--- src/rtl/noc_pkg.sv ---
// Shared packet layout, route encodings and TX state encoding for the PE ring interface.
// Route helper is pure combinational; no storage lives here.
package noc_pkg;

  localparam int PAC_W   = 64;
  localparam int VC_BIT  = 63;
  localparam int DIR_BIT = 62;
  localparam int RES_LSB = 56;
  localparam int RES_W   = 6;
  localparam int HOP_LSB = 48;
  localparam int HOP_W   = 8;
  localparam int SRC_LSB = 32;
  localparam int SRC_W   = 16;
  localparam int PAY_W   = 32;

  localparam logic [HOP_W-1:0] HOP_1 = 8'h01;
  localparam logic [HOP_W-1:0] HOP_2 = 8'h03;

  localparam logic DIR_CW  = 1'b0;
  localparam logic DIR_CCW = 1'b1;

  typedef enum logic [1:0] {
    IDLE = 2'd0,
    WAIT = 2'd1,
    SEND = 2'd2
  } tx_state_t;

  // Field order mirrors VC_BIT..payload so the struct packs straight onto the ring bus.
  typedef struct packed {
    logic             vc;
    logic             dir;
    logic [RES_W-1:0] res;
    logic [HOP_W-1:0] hop;
    logic [SRC_W-1:0] src;
    logic [PAY_W-1:0] payload;
  } pkt_t;

  typedef struct packed {
    logic             is_self;
    logic             dir;
    logic [HOP_W-1:0] hop;
  } route_t;

  // Shortest path on a 4-node ring: the 2-bit difference wraps, so d=3 is one hop counter-clockwise.
  function automatic route_t route_calc(input logic [1:0] dst, input logic [1:0] node);
    logic [1:0] d;
    route_t     r;
    d = dst - node;
    r = '{is_self: 1'b0, dir: DIR_CW, hop: HOP_1};
    case (d)
      2'd0: r.is_self = 1'b1;
      2'd1: r.hop = HOP_1;
      2'd2: r.hop = HOP_2;
      default: begin
        r.dir = DIR_CCW;
        r.hop = HOP_1;
      end
    endcase
    return r;
  endfunction

endpackage

--- src/rtl/noc_rx_fifo.sv ---
// Synchronous FIFO: push visible at head one cycle later, no bypass; push ignored when full,
// pop ignored when empty. Contents are discarded on reset via the pointers and count.
module noc_rx_fifo #(
  parameter int WIDTH = 64,
  parameter int DEPTH = 4,
  localparam int AW   = $clog2(DEPTH)
) (
  input  logic             clk,
  input  logic             reset_n,
  input  logic             push,
  input  logic [WIDTH-1:0] push_dat,
  input  logic             pop,
  output logic [WIDTH-1:0] pop_dat,
  output logic             full,
  output logic             empty,
  output logic [AW:0]      count
);

  logic [WIDTH-1:0] mem [DEPTH];
  logic [AW-1:0]    wr_ptr;
  logic [AW-1:0]    rd_ptr;
  logic             do_push;
  logic             do_pop;

  assign full    = (count == (AW+1)'(DEPTH));
  assign empty   = (count == '0);
  assign do_push = push && !full;
  assign do_pop  = pop && !empty;
  assign pop_dat = mem[rd_ptr];

  always_ff @(posedge clk or negedge reset_n) begin
    if (!reset_n) begin
      wr_ptr <= '0;
      rd_ptr <= '0;
      count  <= '0;
    end else begin
      if (do_push) wr_ptr <= wr_ptr + AW'(1);
      if (do_pop)  rd_ptr <= rd_ptr + AW'(1);
      case ({do_push, do_pop})
        2'b10:   count <= count + (AW+1)'(1);
        2'b01:   count <= count - (AW+1)'(1);
        default: count <= count;
      endcase
    end
  end

  always_ff @(posedge clk) begin
    if (do_push) mem[wr_ptr] <= push_dat;
  end

endmodule

--- src/rtl/noc_pe_iface.sv ---
// PE network interface: builds ring packets from core requests (inject 2+ cycles after accept,
// held in WAIT until polarity/peri allow) and buffers delivered packets (pero drops when FIFO full).
module noc_pe_iface
  import noc_pkg::*;
#(
  parameter int   PAC_SIZE = 64,
  parameter int   NODE_ID  = 0,
  parameter logic INJ_POL  = 1'b0,
  parameter int   RX_DEPTH = 4
) (
  input  logic                clk,
  input  logic                reset_n,
  input  logic                polarity,
  input  logic                peri,
  output logic                pesi,
  output logic [PAC_SIZE-1:0] pedi,
  input  logic                peso,
  input  logic [PAC_SIZE-1:0] pedo,
  output logic                pero,
  input  logic                tx_valid,
  output logic                tx_ready,
  input  logic [1:0]          tx_dst,
  input  logic [5:0]          tx_tag,
  input  logic [31:0]         tx_payload,
  output logic                tx_self_err,
  output logic                rx_valid,
  input  logic                rx_ready,
  output logic [PAC_SIZE-1:0] rx_pkt,
  output logic                rx_ovf,
  output logic [15:0]         tx_cnt,
  output logic [15:0]         rx_cnt
);

  localparam logic [1:0] NODE = 2'(NODE_ID);
  localparam int         CW   = $clog2(RX_DEPTH) + 1;

  tx_state_t state;
  route_t    rt;
  pkt_t      pkt_nxt;
  pkt_t      pedi_q;
  logic      inj_ok;

  always_comb begin
    rt      = route_calc(tx_dst, NODE);
    pkt_nxt = '{vc: INJ_POL, dir: rt.dir, res: tx_tag, hop: rt.hop,
                src: {14'b0, NODE}, payload: tx_payload};
  end

  assign inj_ok = (polarity == INJ_POL) && peri;
  assign pedi   = pedi_q;

  always_ff @(posedge clk or negedge reset_n) begin
    if (!reset_n) begin
      state       <= IDLE;
      pedi_q      <= '0;
      pesi        <= 1'b0;
      tx_ready    <= 1'b1;
      tx_self_err <= 1'b0;
      tx_cnt      <= '0;
    end else begin
      tx_self_err <= 1'b0;
      case (state)
        IDLE: begin
          if (tx_valid) begin
            // Self-addressed requests are consumed so the core never stalls on them.
            if (rt.is_self) begin
              tx_self_err <= 1'b1;
            end else begin
              pedi_q   <= pkt_nxt;
              tx_ready <= 1'b0;
              state    <= WAIT;
            end
          end
        end
        WAIT: begin
          if (inj_ok) begin
            pesi  <= 1'b1;
            state <= SEND;
          end
        end
        SEND: begin
          pesi     <= 1'b0;
          tx_ready <= 1'b1;
          tx_cnt   <= tx_cnt + 16'd1;
          state    <= IDLE;
        end
        default: begin
          pesi     <= 1'b0;
          tx_ready <= 1'b1;
          state    <= IDLE;
        end
      endcase
    end
  end

  logic                push;
  logic                pop;
  logic                full;
  logic                empty;
  logic [CW-1:0]       count;
  logic [PAC_SIZE-1:0] head;

  assign pero     = (count < CW'(RX_DEPTH));
  assign push     = peso && pero;
  assign rx_valid = !empty;
  assign pop      = rx_valid && rx_ready;
  // Storage is not reset, so the head is masked until something has been written.
  assign rx_pkt   = empty ? '0 : head;

  noc_rx_fifo #(
    .WIDTH(PAC_SIZE),
    .DEPTH(RX_DEPTH)
  ) u_rx_fifo (
    .clk      (clk),
    .reset_n  (reset_n),
    .push     (push),
    .push_dat (pedo),
    .pop      (pop),
    .pop_dat  (head),
    .full     (full),
    .empty    (empty),
    .count    (count)
  );

  always_ff @(posedge clk or negedge reset_n) begin
    if (!reset_n) begin
      rx_ovf <= 1'b0;
      rx_cnt <= '0;
    end else begin
      if (peso && full) rx_ovf <= 1'b1;
      if (push)         rx_cnt <= rx_cnt + 16'd1;
    end
  end

endmodule

--- config.mk ---
export PLATFORM = sky130hd
export DESIGN_NAME = noc_pe_iface
export DESIGN_NICKNAME = d
export VERILOG_FILES = /design/src/rtl/noc_pkg.sv /design/src/rtl/noc_rx_fifo.sv /design/src/rtl/noc_pe_iface.sv
export SDC_FILE = /design/constraint.sdc
export NUM_CORES = 1
export LEC_CHECK = 0
export ABC_CLOCK_PERIOD_IN_PS = 6500
export BUFFER_PORTS_ARGS = -buffer_cell sky130_fd_sc_hd__buf_2
export CAP_MARGIN = 10
export CORE_UTILIZATION = 59
export CTS_CLUSTER_DIAMETER = 100
export CTS_CLUSTER_SIZE = 12
export DETAILED_ROUTE_END_ITERATION = 7
export GPL_ROUTABILITY_DRIVEN = 0
export PLACE_DENSITY_LB_ADDON = 0.2
export SLEW_MARGIN = 20
export SYNTH_ARGS = -nofsm -noshare
export SYNTH_HDL_FRONTEND = slang
export SYNTH_SLANG_ARGS = --single-unit
--- constraint.sdc ---
create_clock -name clk -period 6.5 [get_ports clk]
set_input_delay 0.975 -clock clk [delete_from_list [all_inputs] [get_ports clk]]
set_output_delay 0.975 -clock clk [all_outputs]
set_load 0.02 [all_outputs]
[Yosys cells after proc, flatten, opt, wreduce, memory -nomap -nowiden]
Memories as Yosys holds them, arrays and structs flattened.
Index checks and enable logic that the tools add are counted.
Storage, ports and cells
  register bits: 92
  bits in writable memories: 256
  input port bits: 111
  output and inout port bits: 166
  word-level logic and storage cells: 72
  memories: 1
Cells by class
  add/subtract/negate cells: 6
  magnitude comparators: 1
  equality and inequality tests: 10
  multiplexer cells: 19
  bitwise gates (word level): 4
  reduce and logical (&&, ||, !) cells: 17
Memories
  u_rx_fifo.mem: words 4, bits a word 64, rd ports 1, clocked after Yosys merged registers in 0, write ports 1, line noc_rx_fifo.sv:19  | logic [WIDTH-1:0] mem [DEPTH];
Operator list (number)
  $mux W64: 1
  $add A16 B1 Y16 const B: 2
  $mux W1: 10
  $reduce_and A3 Y1: 3
  $mux W2: 4
  $eq A2 B1 Y1 const B: 3
  $eq A2 B2 Y1 const B: 3
  $logic_and A1 B1 Y1: 6
  $ne A2 B2 Y1 const B: 3
  $pmux W3 S2: 1
  $add A2 B1 Y2 const B: 2
  $logic_not A2 Y1: 2
  $not A1 Y1: 4
  $pmux W1 S2: 2
  $pmux W2 S2: 1
  $add A3 B1 Y3 const B: 1
  $eq A3 B3 Y1 const B: 1
  $logic_not A3 Y1: 1
  $lt A3 B3 Y1 const B: 1
  $reduce_or A3 Y1: 1
  $sub A3 B1 Y3 const B: 1
  $logic_not A1 Y1: 2
  $reduce_and A2 Y1: 1
  $reduce_bool A2 Y1: 1

[Logic depth before layout (Yosys ltp)]
Gate-level depths: netlist of run 1.
  word-level depth: 6
  gate-level depth with buffers: 9

[Modules after synthesis]
From an unflattened synthesis of run 1, not the netlist that was laid out.
Unflattened totals
  cell total of the unflattened synthesis: 774
  area total of the unflattened synthesis: 13469.2 µm²
Modules (own cells, without submodules)
  noc_rx_fifo: times used 1, cells an instance 371, area each 9655.5 µm², sequential area each 7862.5 µm²
  noc_pe_iface: times used 1, cells an instance 403, area each 3813.7 µm², sequential area each 1978.1 µm²

[Worst setup path before layout of run 1]
No wires, ideal clock.
  path type: input port to flip-flop
  start point: input peso
  end point: memory u_rx_fifo.mem[0][0], enable pin
  library setup time: 429 ps
  arrival: 3018 ps
  slack: 3053 ps
  cell stages on the path: 3
  buffers on the path: 1
  cells stage by stage: nor2b_1 -> clkbuf_1 -> and2_1
Between the ends
  cells in the longest elaborated chain, start to end: 4
Ends and longest elaborated chain
  from (decl): line noc_pe_iface.sv:17  | input logic peso,
  $logic_and A1 B1 Y1: line noc_pe_iface.sv:104  | assign push = peso && pero;
  $logic_and A1 B1 Y1: line noc_rx_fifo.sv:27  | assign do_push = push && !full;
  $mux W1: line noc_rx_fifo.sv:48  | if (do_push) mem[wr_ptr] <= push_dat;
  $mux W1 (not written as such): line noc_rx_fifo.sv:48
  to (decl): line noc_rx_fifo.sv:19
Every way passes these cells.

[Final worst setup path of run 1]
  start point: register u_rx_fifo.rd_ptr[0]
  end point: output rx_pkt[45]
Between the ends
  cells in the longest elaborated chain, start to end: 2
Ends and longest elaborated chain
  from (decl): line noc_rx_fifo.sv:21  | logic [AW-1:0] rd_ptr;
  from (signal assigned): line noc_rx_fifo.sv:38  | if (do_pop) rd_ptr <= rd_ptr + AW'(1);
  $mem_v2 Z4 W64
  $mux W64: line noc_pe_iface.sv:108  | assign rx_pkt = empty ? '0 : head;
  to (decl): line noc_pe_iface.sv:28  | output logic [PAC_SIZE-1:0] rx_pkt,
Every way passes these cells.

==> flow_summary.yaml, run 1 <==
status:
  outcome: "complete, but fails checks"
  violations: "DRC"
clock_network:
  cts.sinks: 342
  cts_setup_buffers: 0
  cts_resized: 0
  numCtsBuffers: 34
  clk-insertion-delay-late_ps: 490
  path_clk_slew_ps: 60
  hold_buffers: 0
  cts_tree: "yes"
  cts-root-buf: "clkbuf_16"
  clockBufferDepth: 3
  htreeDepth: 2
power:
  p_int_mw: 4.887
  power.leakage_nw: 6.087
  power.share.clock_pct: 24.4
  switching_power_mw: 2.412
  pwr-share-seq_pct: 42.8
  power_density_mw_per_mm2: 462.3
  ir_drop_v: 0.0002952
  p_sw_share_pct: 33.05
  p_comb_share_pct: 32.8
hold_path:
  min_path_type: "primary input to async pin"
die:
  pin_count: 277
  core_area_sq_mm: 0.02203
  die_w_um: 152.7
  rows: 54
  initial_utilization_pct: 60.85
  die_area_sq_mm: 0.02332
  die_y_um: 152.7
sta:
  setup_violations: 0
  max_freq_mhz: 254.7
  min_period_ps: 3926
  timing.setup.tns_ps: 0
  finalCritPeriodShare_pct: 60.40
  drv_slew: 0
  grt_setup_unrepaired: "false"
  finClkSkew_ps: 7.656
  finalHoldViolCount: 0
  slew_headroom_pct: 33.17
  worstMarginPinSlew_ps: 1002
cells_and_area:
  fin_nets: 1077
  post-route-util_pct: 71.68
  area_growth_pct: 17.79
  drive_above_1_share_pct: 40.88
  nFillCells: 1412
synth:
  synth-edff-count: 256
  yosys_warnings: 0
  synth_area_sq_mm: 0.01340
  netlist-cell-type-count: 39
  ys_seq_area_share_pct: 73.42
  synthCells: 696
  syn_area_per_cell_sq_um: 19.26
  ys_seq_elements: 342
  ys.flop_type: "edfxtp_1"
  async_flop_share_pct: 25.15
global_routing:
  grt_overflow: 0
  grt_max_degree: 66
  antenna_found_initial: 7
  grt_pass1_wl_um: 39880
  grtUsageTotal_pct: 22.45
  grt_pass1_vias: 7322
setup_path:
  cp.arrival_ps: 2950
  endpoint_kind: "primary output"
  start_kind: "register"
  cp.required_ps: 5520
  cp_max_fo: 37
  worstSetupPathType: "register to primary output"
drt:
  vias: 6849
  postRouteAntennaNets: 0
  drt-wirelength-per-cell_um: 19.84
  wl_um: 25000
  drt_iter0_drc: 441
  remaining_drc_errors: 30
  routed_via_density: 5.436
  dr.pass1.iters: 8
flow_run:
  drv_cap: 0
placed_design:
  place_hpwl_um: 15510
  portBuffers: 253
worst max-delay path, cell delays in order, from the launching register on:
cell	delay (ps)
dfrtp_4	900
buf_4	630
mux4_2	570
and2_1	180
buf_2	160
cells in the mapped netlist, drive strengths merged (3+ instances only):
master  count  area share (%)
nand2      14            0.39
nand3      11            0.41
dfrtp      85              16
nor2       10            0.28
nor3        3            0.11
inv        15            0.42
edfxtp    256              57
xnor2      25             1.6
mux2       40             3.4
nand4       5            0.23
buf        42             2.4
ha          7            0.65
mux4       64              11
xor2       11            0.72
clkbuf     10            0.28
and2       71             3.3
and3        3            0.14
state kept, by name (all words and copies together) (netlist names):
name and flops:
pedi 41, pesi 1, rx_cnt 16, rx_ovf 1
state 2, tx_cnt 16, tx_ready 1, tx_self_err 1
u_rx_fifo.count 3, u_rx_fifo.mem 256, u_rx_fifo.rd_ptr 2, u_rx_fifo.wr_ptr 2
through the flow:
| step | cells | power, mW | hold slack (ps) | cell area (sq um) | setup slack, ps |
|---|---|---|---|---|---|
| 2_1_floorplan | 718 | 4.812 | 461.2 | 13490 | 3053 |
| 3_3_place_gp | 1202 | 5.550 | 448.6 | 14780 | 2982 |
| 3_5_place_dp | 1202 | 5.596 | 448.8 | 14780 | 2978 |
| 4_1_cts | 1256 | 7.385 | 379.3 | 15780 | 2444 |
| 5_1_grt | 1257 | 7.644 | 394.9 | 15780 | 2345 |
| 6_report | 1260 | 7.298 | 379.6 | 15790 | 2574 |
path summary, 6_finish.rpt:
path                                           from              endpoint  slack, ps  depth (start not counted)
worst max-delay path            u_rx_fifo.rd_ptr[0]            rx_pkt[45]       2570                          4
max in group asynchronous                   reset_n              pedi[56]       5040                          2
min in group clk                         rx_cnt[15]            rx_cnt[15]        470                          1
worst min register to register           rx_cnt[15]            rx_cnt[15]        470                          1
worst min-delay path                        reset_n               pedi[4]        380                          1
worst max register to register   u_rx_fifo.count[2]  u_rx_fifo.mem[2][10]       4010                          2
final cells by class:
type                            instances  area (sq um)  share of cell area (%)
Antenna cell                            4         10.01                 0.06340
Clock buffer                           53         985.9                   6.245
Tap cell                              280         350.3                   2.219
Inverter                               15         56.30                  0.3566
Multi-Input combinational cell        309          3237                   20.50
Clock inverter                          1         8.758                 0.05548
Sequential cell                       342          9848                   62.38
Timing Repair Buffer                  256          1291                   8.179
cell families (layout without fill, tap and decap cells):
family / Yosys count / count (layout) / synth area share [%]
flops: 342 / 342 / 73.42
simple gates: 129 / 129 / 5.676
mux: 105 / 105 / 14.19
buf+inv: 67 / 325 / 3.137
xor+xnor: 36 / 36 / 2.352
fa+ha+maj: 8 / 8 / 0.8028
compound gates: 8 / 8 / 0.3922
other cells: 1 / 27 / 0.02798
power groups by stage:
| stage | combinational [mW] | sequential, mW | clock (mW) |
|---|---|---|---|
| after floorplan | 1.63 | 3.18 | 0 |
| after global placement | 2.39 | 3.16 | 0 |
| after detailed placement | 2.42 | 3.18 | 0 |
| after CTS | 2.42 | 3.14 | 1.82 |
| after global routing | 2.57 | 3.19 | 1.89 |
| final | 2.39 | 3.13 | 1.78 |
routing by layer:
| metal | vias up | share of wire [%] | GRT usage (%) |
|---|---|---|---|
| met2 | 243 | 51 | 37.75 |
| met3 | 30 | 8.0 | 6.769 |
| met5 | - | 0.12 | 0 |
| met1 | 3451 | 40 | 28.77 |
| li1 | 3121 | - | - |
| met4 | 4 | 1.3 | 5.820 |
placed cells by master (no fill, tap or decap), types with 2 or more instances in the layout:
cell type	Yosys	layout
nor4_2	2	2
diode_2	0	4
dfrtp_4	0	2
xnor2_1	25	25
nand3_1	11	11
edfxtp_1	256	256
mux4_2	64	64
clkbuf_1	10	16
and4_1	2	2
a21oi_1	2	2
xor2_1	11	11
mux2_2	28	28
nand2_1	14	14
inv_1	15	15
clkbuf_16	0	37
and3_1	3	3
dfrtp_1	85	83
nor2_1	10	10
ha_1	7	7
nor2b_1	2	2
buf_4	24	4
and2_1	71	67
mux2_1	12	12
nand4_1	5	5
conb_1	1	23
nor3_1	3	3
and2_4	0	4
o21ai_0	2	2
buf_2	9	252
Power figures use the tool's default switching activity.
==> run 2: changes to the inputs <==
ABC_AREA = 1   (was not set)
ABC_CLOCK_PERIOD_IN_PS = 4100   (was 6500)
CORE_UTILIZATION = 55   (was 59)
clock period = 4.1 ns   (was 6.5 ns; I/O delays follow)
==> run 2 against run 1 <==
  * The flow now finishes without violations
  * Clock power is 57% higher
  * Non-clock buffer count is 10 higher
  * Combinational power is 97% higher
  * Clock skew is 4.3 ps higher
  * Routed wire length is 22% higher
  * Hold slack worse by 170 ps
  * Sequential power is 50% higher
  * Largest power group unchanged
==> flow_summary.yaml, run 2 <==
die:
  pin_count: 277
  core_area_sq_mm: 0.02453
  die_w_um: 160.7
  initial_utilization_pct: 56.46
  die_area_sq_mm: 0.02582
  die_y_um: 160.7
  rows: 57
synth:
  synth.most_common_cell: "nor2_1"
  synthCells: 1219
  ys_seq_area_share_pct: 71.04
  async_flop_share_pct: 25.15
  netlist-cell-type-count: 33
  synth-edff-count: 256
  synth_top_area_share_pct: 55.50
  synthTopCellsByCount: "nor2_1, edfxtp_1, nand2_1"
  ys_seq_elements: 342
  ys.flop_type: "edfxtp_1"
  yosys_warnings: 0
  synth_area_sq_mm: 0.01385
  syn_area_per_cell_sq_um: 11.36
  synth.largest_area_cell: "edfxtp_1"
  netlist_top_cells_area: "edfxtp_1, dfrtp_1, nor2_1"
power:
  power.share.clock_pct: 22.8
  pwr-share-seq_pct: 38.6
  total_power_mw: 12.20
  power_density_mw_per_mm2: 750.1
  ir_drop_v: 0.0004848
  p_int_mw: 7.386
  power.leakage_nw: 6.766
  p_sw_share_pct: 39.48
  switching_power_mw: 4.818
  p_comb_share_pct: 38.6
setup_path:
  cp_max_fo: 115
  worstSetupPathType: "register to primary output"
  cp.depth: 5
  timing.rr.end: "pedi[27]"
  cp_num_buf_inv: 3
  start_kind: "register"
  crit_family: "buffers and inverters"
  path_cells: "clkinv_2 > buf_4 > o21ai_0 > a21oi_1 > buf_2"
  cp.required_ps: 3480
  r2r-start: "state[1]"
  slowest_delay_ps: 820
  rrSetupSlack_ps: 1660
  reg2reg_depth: 5
  cp_slowest_cell: "buf_4"
  endpoint_kind: "primary output"
  cp.arrival_ps: 2900
drt:
  drt_iter0_drc: 741
  drt-wirelength-per-cell_um: 16.89
  vias: 9387
  remaining_drc_errors: 0
  routed_via_density: 5.186
  postRouteAntennaNets: 0
  wl_um: 30570
  dr.pass1.iters: 5
hold_path:
  min_path_type: "primary input to async pin"
sta:
  max_freq_mhz: 284.7
  setup_violations: 0
  whs_ps: 214.0
  drv_slew: 0
  min_period_ps: 3513
  finalHoldViolCount: 0
  grt_setup_unrepaired: "false"
  slew_headroom_pct: 30.62
  finalCritPeriodShare_pct: 85.68
  finClkSkew_ps: 11.99
  timing.setup.tns_ps: 0
  worstMarginPinSlew_ps: 1041
global_routing:
  antenna_found_initial: 7
  grt_overflow: 0
  grt_max_degree: 116
  grt_pass1_wl_um: 48160
  grtUsageTotal_pct: 23.91
  grt_pass1_vias: 9239
clock_network:
  htreeDepth: 2
  clk-insertion-delay-late_ps: 500
  cts_tree: "yes"
  numCtsBuffers: 34
  clockBufferDepth: 3
  hold_buffers: 0
  cts_resized: 0
  cts.sinks: 342
  cts_setup_buffers: 0
  path_clk_slew_ps: 60
  cts-root-buf: "clkbuf_16"
placed_design:
  place_hpwl_um: 18070
  portBuffers: 253
  place_area_sq_mm: 0.01530
cells_and_area:
  layout.cells.most_common_list: "nor2_1, edfxtp_1, buf_2"
  drive_above_1_share_pct: 22.00
  largest_register_ffs: 256
  layout_commonest_cell: "nor2_1"
  fin_nets: 1583
  post-route-util_pct: 66.31
  postLayoutCellArea_sq_mm: 0.01627
  regMostFlops: "u_rx_fifo.mem"
  area_growth_pct: 17.45
flow_run:
  drv_cap: 0
status:
  outcome: "complete, no violations"
==> run 2: cell types whose count changed after synthesis, moves of 9 or more <==
cell | previous run | this run
a21oi_1 | 2 | 65
and2_1 | 71 | 0
buf_4 | 24 | 33
clkbuf_1 | 10 | 21
inv_1 | 15 | 46
mux2_1 | 12 | 0
mux2_2 | 28 | 0
mux4_2 | 64 | 0
nand2_1 | 14 | 187
nor2_1 | 10 | 286
o21ai_0 | 2 | 130
xnor2_1 | 25 | 10
==> run 2: how the worst max path moves through the flow <==
stage / startpoint / end / slack [ps]
after floorplan: peso / u_rx_fifo.mem[0][0] / 80
after global placement: u_rx_fifo.rd_ptr[0] / rx_pkt[2] / 1160
after detailed placement: u_rx_fifo.rd_ptr[0] / rx_pkt[46] / 1130
after CTS: u_rx_fifo.rd_ptr[0] / rx_pkt[14] / 580
after global routing: u_rx_fifo.rd_ptr[0] / rx_pkt[1] / 400
final: u_rx_fifo.rd_ptr[0] / rx_pkt[26] / 590
==> run 2: logic make-up (layout without fill, tap and decap cells) <==
group	after synthesis	in the layout	share of synthesized area, %
other	1	27	0.02707
xor gates and xnor gates	21	21	1.328
DFF	342	342	71.04
buffers and inverters	131	372	4.896
adders and majority gates	8	8	0.7768
AOI/OAI and AO/OA	205	205	7.506
and+or+nand+nor	511	511	14.43
==> run 2: stage by stage <==
| stage | cells | setup WS [ps] |
|---|---|---|
| finish | 1810 | 586.9 |
| floorplan | 1241 | 81.41 |
| global placement | 1752 | 1165 |
| detailed placement | 1752 | 1132 |
| global route | 1808 | 397.2 |
| CTS | 1806 | 584.9 |
==> run 2: layer usage <==
metal | share of wire, % | wire (um) | global-route usage [%]
met4 | 1.5 | 444 | 6.175
met2 | 50 | 15160 | 39.75
met5 | 0.13 | 40 | 0
met1 | 41 | 12550 | 31.11
met3 | 7.7 | 2363 | 6.741
==> run 2: power by group through the flow <==
| stage | registers [mW] | clock network, mW | logic, mW |
|---|---|---|---|
| detailed placement | 4.77 | 0 | 4.75 |
| floorplan | 5.03 | 0 | 2.94 |
| finish | 4.71 | 2.79 | 4.71 |
| global route | 4.78 | 2.98 | 5.18 |
| CTS | 4.71 | 2.83 | 4.76 |
| global placement | 4.75 | 0 | 4.66 |
==> run 2: final cells by class <==
type	count	area, sq um
sequential	342	9846
fill	1910	8264
multi-input combinational	768	3446
timing repair buffer	266	1408
clock buffer	52	939.7
tap	324	405.4
inverter	52	197.7
clock inverter	2	17.52
antenna	4	10.01
